==> src/rtl/bias_bank_add.sv <==
// Runtime-loadable signed bias bank added lane-wise to accumulator vectors,
// saturated to DATA_W through a 2-stage valid/ready pipeline.
//
// Ports:
//   clk, rst_n        clock, synchronous active-low reset
//   ld_valid/ld_ready load beat handshake; ld_data bias word; ld_last ends load
//   reload            request a fresh bank load (drains the pipeline first)
//   in_valid/in_ready accumulator vector handshake; in_data lanes; in_group
//   out_valid/out_ready biased, saturated vector handshake; out_data lanes
//   bank_loaded       bank holds a complete load
//   grp_err           sticky flag, an out-of-range group was accepted
module bias_bank_add #(
    parameter int N_adder_tree = 16,
    parameter int DATA_W       = 18,
    parameter int ACC_W        = 24,
    parameter int NUM_GROUPS   = 4,
    parameter int GROUP_W      = (NUM_GROUPS > 1) ? $clog2(NUM_GROUPS) : 1
) (
    input  logic                           clk,
    input  logic                           rst_n,
    input  logic                           ld_valid,
    output logic                           ld_ready,
    input  logic [DATA_W-1:0]              ld_data,
    input  logic                           ld_last,
    input  logic                           reload,
    input  logic                           in_valid,
    output logic                           in_ready,
    input  logic [N_adder_tree*ACC_W-1:0]  in_data,
    input  logic [GROUP_W-1:0]             in_group,
    output logic                           out_valid,
    input  logic                           out_ready,
    output logic [N_adder_tree*DATA_W-1:0] out_data,
    output logic                           bank_loaded,
    output logic                           grp_err
);

    localparam int LANE_W = (N_adder_tree > 1) ? $clog2(N_adder_tree) : 1;
    localparam int SUM_W  = ACC_W + 1;

    localparam logic [GROUP_W:0]   NG_W   = (GROUP_W+1)'(NUM_GROUPS);
    localparam logic [GROUP_W-1:0] G_LAST = GROUP_W'(NUM_GROUPS - 1);
    localparam logic [LANE_W-1:0]  L_LAST = LANE_W'(N_adder_tree - 1);

    localparam logic signed [SUM_W-1:0] SAT_MAX =
        {{(SUM_W-DATA_W+1){1'b0}}, {(DATA_W-1){1'b1}}};
    localparam logic signed [SUM_W-1:0] SAT_MIN =
        {{(SUM_W-DATA_W+1){1'b1}}, {(DATA_W-1){1'b0}}};

    typedef enum logic [1:0] {
        ST_LOAD,
        ST_RUN,
        ST_DRAIN
    } state_e;

    state_e state_q, state_d;

    logic [GROUP_W-1:0] wg_q, wg_d;
    logic [LANE_W-1:0]  wl_q, wl_d;
    logic               loaded_q, loaded_d;
    logic               err_q, err_d;

    logic [DATA_W-1:0] bank_q [NUM_GROUPS][N_adder_tree];

    logic                    s1_v_q, s1_v_d;
    logic signed [SUM_W-1:0] s1_q [N_adder_tree];
    logic signed [SUM_W-1:0] s1_d [N_adder_tree];

    logic                           s2_v_q, s2_v_d;
    logic [N_adder_tree*DATA_W-1:0] s2_q, s2_d;

    logic               ld_fire, ld_end;
    logic               in_fire, adv, pipe_empty;
    logic               grp_oob;
    logic [GROUP_W-1:0] grp_sel;

    function automatic logic signed [SUM_W-1:0] add_bias(
        input logic [ACC_W-1:0]  a,
        input logic [DATA_W-1:0] b
    );
        add_bias = $signed({a[ACC_W-1], a})
                 + $signed({{(SUM_W-DATA_W){b[DATA_W-1]}}, b});
    endfunction

    function automatic logic [DATA_W-1:0] sat(
        input logic signed [SUM_W-1:0] s
    );
        if (s > SAT_MAX)      sat = SAT_MAX[DATA_W-1:0];
        else if (s < SAT_MIN) sat = SAT_MIN[DATA_W-1:0];
        else                  sat = s[DATA_W-1:0];
    endfunction

    assign ld_fire    = (state_q == ST_LOAD) & ld_valid;
    assign ld_end     = ld_fire
                      & (ld_last | ((wg_q == G_LAST) & (wl_q == L_LAST)));
    // One advance signal serves both stages: stage 1 may move only
    // when stage 2 can take its contents.
    assign adv        = !s2_v_q | out_ready;
    assign in_fire    = in_valid & in_ready;
    assign pipe_empty = !s1_v_q & !s2_v_q;
    assign grp_oob    = {1'b0, in_group} >= NG_W;
    assign grp_sel    = grp_oob ? G_LAST : in_group;

    // State register
    always_ff @(posedge clk) begin
        if (!rst_n) state_q <= ST_LOAD;
        else        state_q <= state_d;
    end

    // Next-state logic
    always_comb begin
        state_d = state_q;
        unique case (state_q)
            ST_LOAD:  if (ld_end)     state_d = ST_RUN;
            ST_RUN:   if (reload)     state_d = ST_DRAIN;
            ST_DRAIN: if (pipe_empty) state_d = ST_LOAD;
            default:                  state_d = ST_LOAD;
        endcase
    end

    // FSM outputs
    always_comb begin
        ld_ready = 1'b0;
        in_ready = 1'b0;
        unique case (state_q)
            ST_LOAD:  ld_ready = 1'b1;
            ST_RUN:   in_ready = !s1_v_q | adv;
            ST_DRAIN: in_ready = 1'b0;
            default:  ld_ready = 1'b0;
        endcase
    end

    // Load pointer, loaded flag and sticky error
    always_comb begin
        wg_d     = wg_q;
        wl_d     = wl_q;
        loaded_d = loaded_q;
        if (ld_end) begin
            wg_d     = '0;
            wl_d     = '0;
            loaded_d = 1'b1;
        end else if (ld_fire) begin
            if (wl_q == L_LAST) begin
                wl_d = '0;
                wg_d = wg_q + 1'b1;
            end else begin
                wl_d = wl_q + 1'b1;
            end
        end
        if ((state_q == ST_DRAIN) && pipe_empty) begin
            wg_d     = '0;
            wl_d     = '0;
            loaded_d = 1'b0;
        end
        err_d = err_q | (in_fire & grp_oob);
    end

    // Datapath: stage 1 adds, stage 2 saturates
    always_comb begin
        s1_v_d = in_fire | (s1_v_q & !adv);
        for (int i = 0; i < N_adder_tree; i++) begin
            s1_d[i] = in_fire
                    ? add_bias(in_data[ACC_W*i +: ACC_W], bank_q[grp_sel][i])
                    : s1_q[i];
        end
        s2_v_d = adv ? s1_v_q : s2_v_q;
        s2_d   = s2_q;
        if (adv && s1_v_q) begin
            for (int i = 0; i < N_adder_tree; i++) begin
                s2_d[DATA_W*i +: DATA_W] = sat(s1_q[i]);
            end
        end
    end

    always_ff @(posedge clk) begin
        if (!rst_n) begin
            wg_q     <= '0;
            wl_q     <= '0;
            loaded_q <= 1'b0;
            err_q    <= 1'b0;
            s1_v_q   <= 1'b0;
            s2_v_q   <= 1'b0;
            s2_q     <= '0;
            for (int i = 0; i < N_adder_tree; i++) begin
                s1_q[i] <= '0;
            end
            for (int g = 0; g < NUM_GROUPS; g++) begin
                for (int i = 0; i < N_adder_tree; i++) begin
                    bank_q[g][i] <= '0;
                end
            end
        end else begin
            wg_q     <= wg_d;
            wl_q     <= wl_d;
            loaded_q <= loaded_d;
            err_q    <= err_d;
            s1_v_q   <= s1_v_d;
            s2_v_q   <= s2_v_d;
            s2_q     <= s2_d;
            for (int i = 0; i < N_adder_tree; i++) begin
                s1_q[i] <= s1_d[i];
            end
            // Loads happen only in LOAD, which is entered with an
            // empty pipeline, so in-flight vectors see stable biases.
            if (ld_fire) begin
                bank_q[wg_q][wl_q] <= ld_data;
            end
        end
    end

    assign out_valid   = s2_v_q;
    assign out_data    = s2_q;
    assign bank_loaded = loaded_q;
    assign grp_err     = err_q;

endmodule

==> config.mk <==
export PLATFORM = sky130hd
export DESIGN_NAME = bias_bank_add
export DESIGN_NICKNAME = d
export VERILOG_FILES = /design/src/rtl/bias_bank_add.sv
export SDC_FILE = /design/constraint.sdc
export NUM_CORES = 2
export LEC_CHECK = 0
export BUFFER_PORTS_ARGS = -buffer_cell sky130_fd_sc_hd__buf_4
export CAP_MARGIN = 20
export CORE_MARGIN = 10
export CORE_UTILIZATION = 55
export CTS_CLUSTER_SIZE = 30
export DETAILED_ROUTE_END_ITERATION = 10
export GPL_ROUTABILITY_DRIVEN = 0
export MAX_ROUTING_LAYER = met4
export PLACE_DENSITY = 0.72
export SYNTH_ARGS = -nofsm -noshare
export SYNTH_HDL_FRONTEND = slang
export SYNTH_SLANG_ARGS = --single-unit
==> constraint.sdc <==
create_clock -name clk -period 11.4 [get_ports clk]
set_input_delay 1.14 -clock clk [delete_from_list [all_inputs] [get_ports clk]]
set_output_delay 1.14 -clock clk [all_outputs]
set_load 0.05 [all_outputs]
==> results.toml <==
[global_route]
grt_max_degree = 147
gr-total-overflow = 0
antenna_found_initial = 32
grt_pass1_vias = 67400
global_route_usage_over_all_layers_pct = 31.9
grt_pass1_wl_microns = 441000

[clock_network]
clk-insertion-delay-late_ns = 0.84
clk_root_buffer_cell = "sky130_fd_sc_hd__clkbuf_16"
cts_tree = "built"
cts_setup_buffers = 0
ctsResizeCount = 0
worst_setup_hold_path_clk_slew_ns = 0.06
max-clock-path-buffers = 3
cts_hold_buf = 0
cts-buffers-inserted = 189
clock_sink_count = 1851
htreeDepth = 4

[critical_path]
critPathBufInv = 3
timing.critical_path.required_ns = 12.09
worstSetupStartpointType = "input port"
critical_path_cell_list = "buf_8 -> buf_4 -> buf_4 -> mux4_2 -> ha_1 -> a21o_1 -> a2111oi_0 -> a21boi_1 -> o31ai_1 -> a41oi_2 -> o21ai_1 -> a31oi_1 -> xor2_1 -> o21ai_1"
endpoint_kind = "flip-flop"
worst_path_largest_cell_delay_ns = 0.72
standard_cell_with_the_maximum_stage_delay_on_the_critical_path = "sky130_fd_sc_hd__buf_4"
path_class = "in -> reg"
arrival_time_of_data_at_the_critical_path_endpoint_ns = 5.85
critical_path_peak_fanout = 52
critical_path.top_delay_family = "compound AO/OA/AOI/OAI gates"

[synth]
fraction_of_synthesis_flops_using_an_asynchronous_set_or_reset_pin_pct = 0
synth.distinct_cells = 97
total_nets_after_synthesis = 9409
dominantRegCellSynth = "sky130_fd_sc_hd__edfxtp_1"
avgSynthCellArea_sq_um = 10.8
synth-adder-area-share_pct = 5.64
synth-seq-cells = 1851
syn-instance-count = 8590
sequential_element_share_of_the_synthesized_area_pct = 52.4
synth.area.mux_share_pct = 7.22
number_of_enable_type_register_cells_in_the_synthesized_netlist = 1152
post_synth_and_or_nand_nor_area_fraction_pct = 16.2
synth_xor_area_share_pct = 2.60
post_synth_instance_area_sq_um = 92700
compound_gate_portion_of_the_synthesized_area_pct = 12.6
yosysWarnings = 0
main_combinational_cell_family_by_area_after_synthesis = "simple AND/OR/NAND/NOR gates"

[layout]
layout_common_cells = "sky130_fd_sc_hd__edfxtp_1, sky130_fd_sc_hd__and3_1, sky130_fd_sc_hd__nand2_1"
multi_input_area_sq_um = 41200
drive_gt1_share_pct = 16.0
final_common_cell = "sky130_fd_sc_hd__edfxtp_1"
fillers = 13000
sequential_cell_area_sq_um = 48600
fin_nets = 9693
final_cells = 11300
post_synthesis_to_final_layout_area_growth_pct = 13.7

[placement]
placed_cells = 10900
buffer_ports.inserted = 702
hpwlAfterDp_microns = 201000

[floorplanning]
floorplan.die_area_sq_um = 185000
floorplan.die.width_microns = 431
num_io_pins = 704
floorplan.core_area_sq_um = 167000
number_of_rows_in_the_core_area = 150
dieHeight_microns = 431
floorplan.initialDensity_pct = 55.4

[sta]
finClkSkew_ns = 0.0333
report.final.slew_viol_count = 0
hold_viol_final = 0
finalCritPeriodShare_pct = 45.3
setup-violations-final = 0
finalSetupTns_ns = 0
timing_worst_slew_pin_value_ns = 1.17
min_period_ns = 5.16
maxSlewHeadroom_pct = 22.0
final.hold.worst_slack_ns = 0.451
fmax_achieved_ghz = 0.194
rsz0062_at_grt = "false"

[route]
via_count = 71700
dr.first_iter.drc_count = 8885
dr.pass1.iters = 6
routed_wirelength_microns = 299000
average_vias_per_placed_instance = 6.36
drcViolationCount = 0
ant_nets = 0
route.detailed.wl_per_inst_microns = 26.6

[power]
total_power_mw = 16.3
worst_ir_drop_vdd_mv = 0.144
power_per_cell_area_nw_per_um2 = 155
p_leak_nw = 43.8

[min_path]
tightest_hold_check_type = "reg -> reg"

[status]
run_status = "finished, final reports clean"

[job]
maxCapViolCount = 0
cell usage after synthesis (111+ instances only):
library cell | n | area (sq um)
sky130_fd_sc_hd__xnor2_1 | 164 | 1440
sky130_fd_sc_hd__clkbuf_1 | 618 | 2320
sky130_fd_sc_hd__o21ai_0 | 558 | 2790
sky130_fd_sc_hd__ha_1 | 392 | 4900
sky130_fd_sc_hd__xor2_1 | 111 | 972
sky130_fd_sc_hd__mux4_2 | 288 | 6490
sky130_fd_sc_hd__edfxtp_1 | 1152 | 34600
sky130_fd_sc_hd__nand2_1 | 984 | 3690
sky130_fd_sc_hd__and3_1 | 1112 | 6960
sky130_fd_sc_hd__dfxtp_1 | 699 | 14000
sky130_fd_sc_hd__a21o_1 | 145 | 1090
sky130_fd_sc_hd__nor2_1 | 341 | 1280
sky130_fd_sc_hd__a21oi_1 | 793 | 3970
worst reg2reg max path, stage by stage, from the launching register on:
cell and delay (ns):
sky130_fd_sc_hd__dfxtp_1 0.50, sky130_fd_sc_hd__ha_4 0.62, sky130_fd_sc_hd__buf_4 0.88, sky130_fd_sc_hd__buf_4 0.84
sky130_fd_sc_hd__nand2_1 0.17, sky130_fd_sc_hd__nand2_1 0.71
area by class of cell:
cell class	count	share of cell area [%]
flip-flops and latches	1851	46.1
multi-input cells	5928	39.1
repair buffers	794	5.80
clock buffers	257	4.95
well taps	2204	2.62
clock inverters	93	0.914
inverters	110	0.399
diodes	30	0.0713
per-stage QoR:
step                utilization, %  setup slack, ns  area (sq um)
CTS                           62.8             6.32        105000
floorplan                        -             6.27         92700
detailed placement            59.1             5.41         98900
global route                  62.9             5.86        105000
finish                        62.9             6.24        105000
global placement              59.0             5.47         98800
registers in the layout, summed over array words and instances (netlist names):
name	count
bank_loaded	1
bank_q	1152
out_data	288
out_valid	1
s1_q	400
s1_v_q	1
state_q	2
wg_q	2
wl_q	4
per-layer routing:
metal | global-route usage (%) | up-vias | share of wire, %
li1 | - | 32400 | -
met1 | 43.8 | 35200 | 42
met5 | - | - | 0
met2 | 47.7 | 3547 | 45
met4 | 11.7 | 0 | 4.0
met3 | 5.36 | 494 | 8.9
cells by family after synthesis:
group	Yosys count
DFF	1851
AOI/OAI and AO/OA	1982
adders and majority gates	408
buffers and inverters	811
xor gates and xnor gates	275
other	1
and+or+nand+nor	2953
muxes	309
path summary, 6_finish.rpt:
check                                               start                            to  slack [ns]  cells after the start
worst max-delay path                          in_group[1]     s1_q[0][122]$_SDFFE_PN0P_        6.24                     14
worst min-delay path            s1_q[0][110]$_SDFFE_PN0P_     s1_q[0][110]$_SDFFE_PN0P_        0.45                      2
worst max register to register       wg_q[0]$_SDFFE_PP0P_  bank_q[3][239]$_SDFFCE_PN0P_        7.30                      5
worst min register to register  s1_q[0][110]$_SDFFE_PN0P_     s1_q[0][110]$_SDFFE_PN0P_        0.45                      2
where the power goes:
part / switching, mW / internal [mW] / leakage, nW
Clock: 2.69 / 3.56 / 3.01
Sequential: 0.111 / 7.37 / 17.0
Combinational: 1.61 / 1.00 / 23.8
Total: 4.41 / 11.9 / 43.8
No activity file was read; power rests on OpenSTA's default activity.
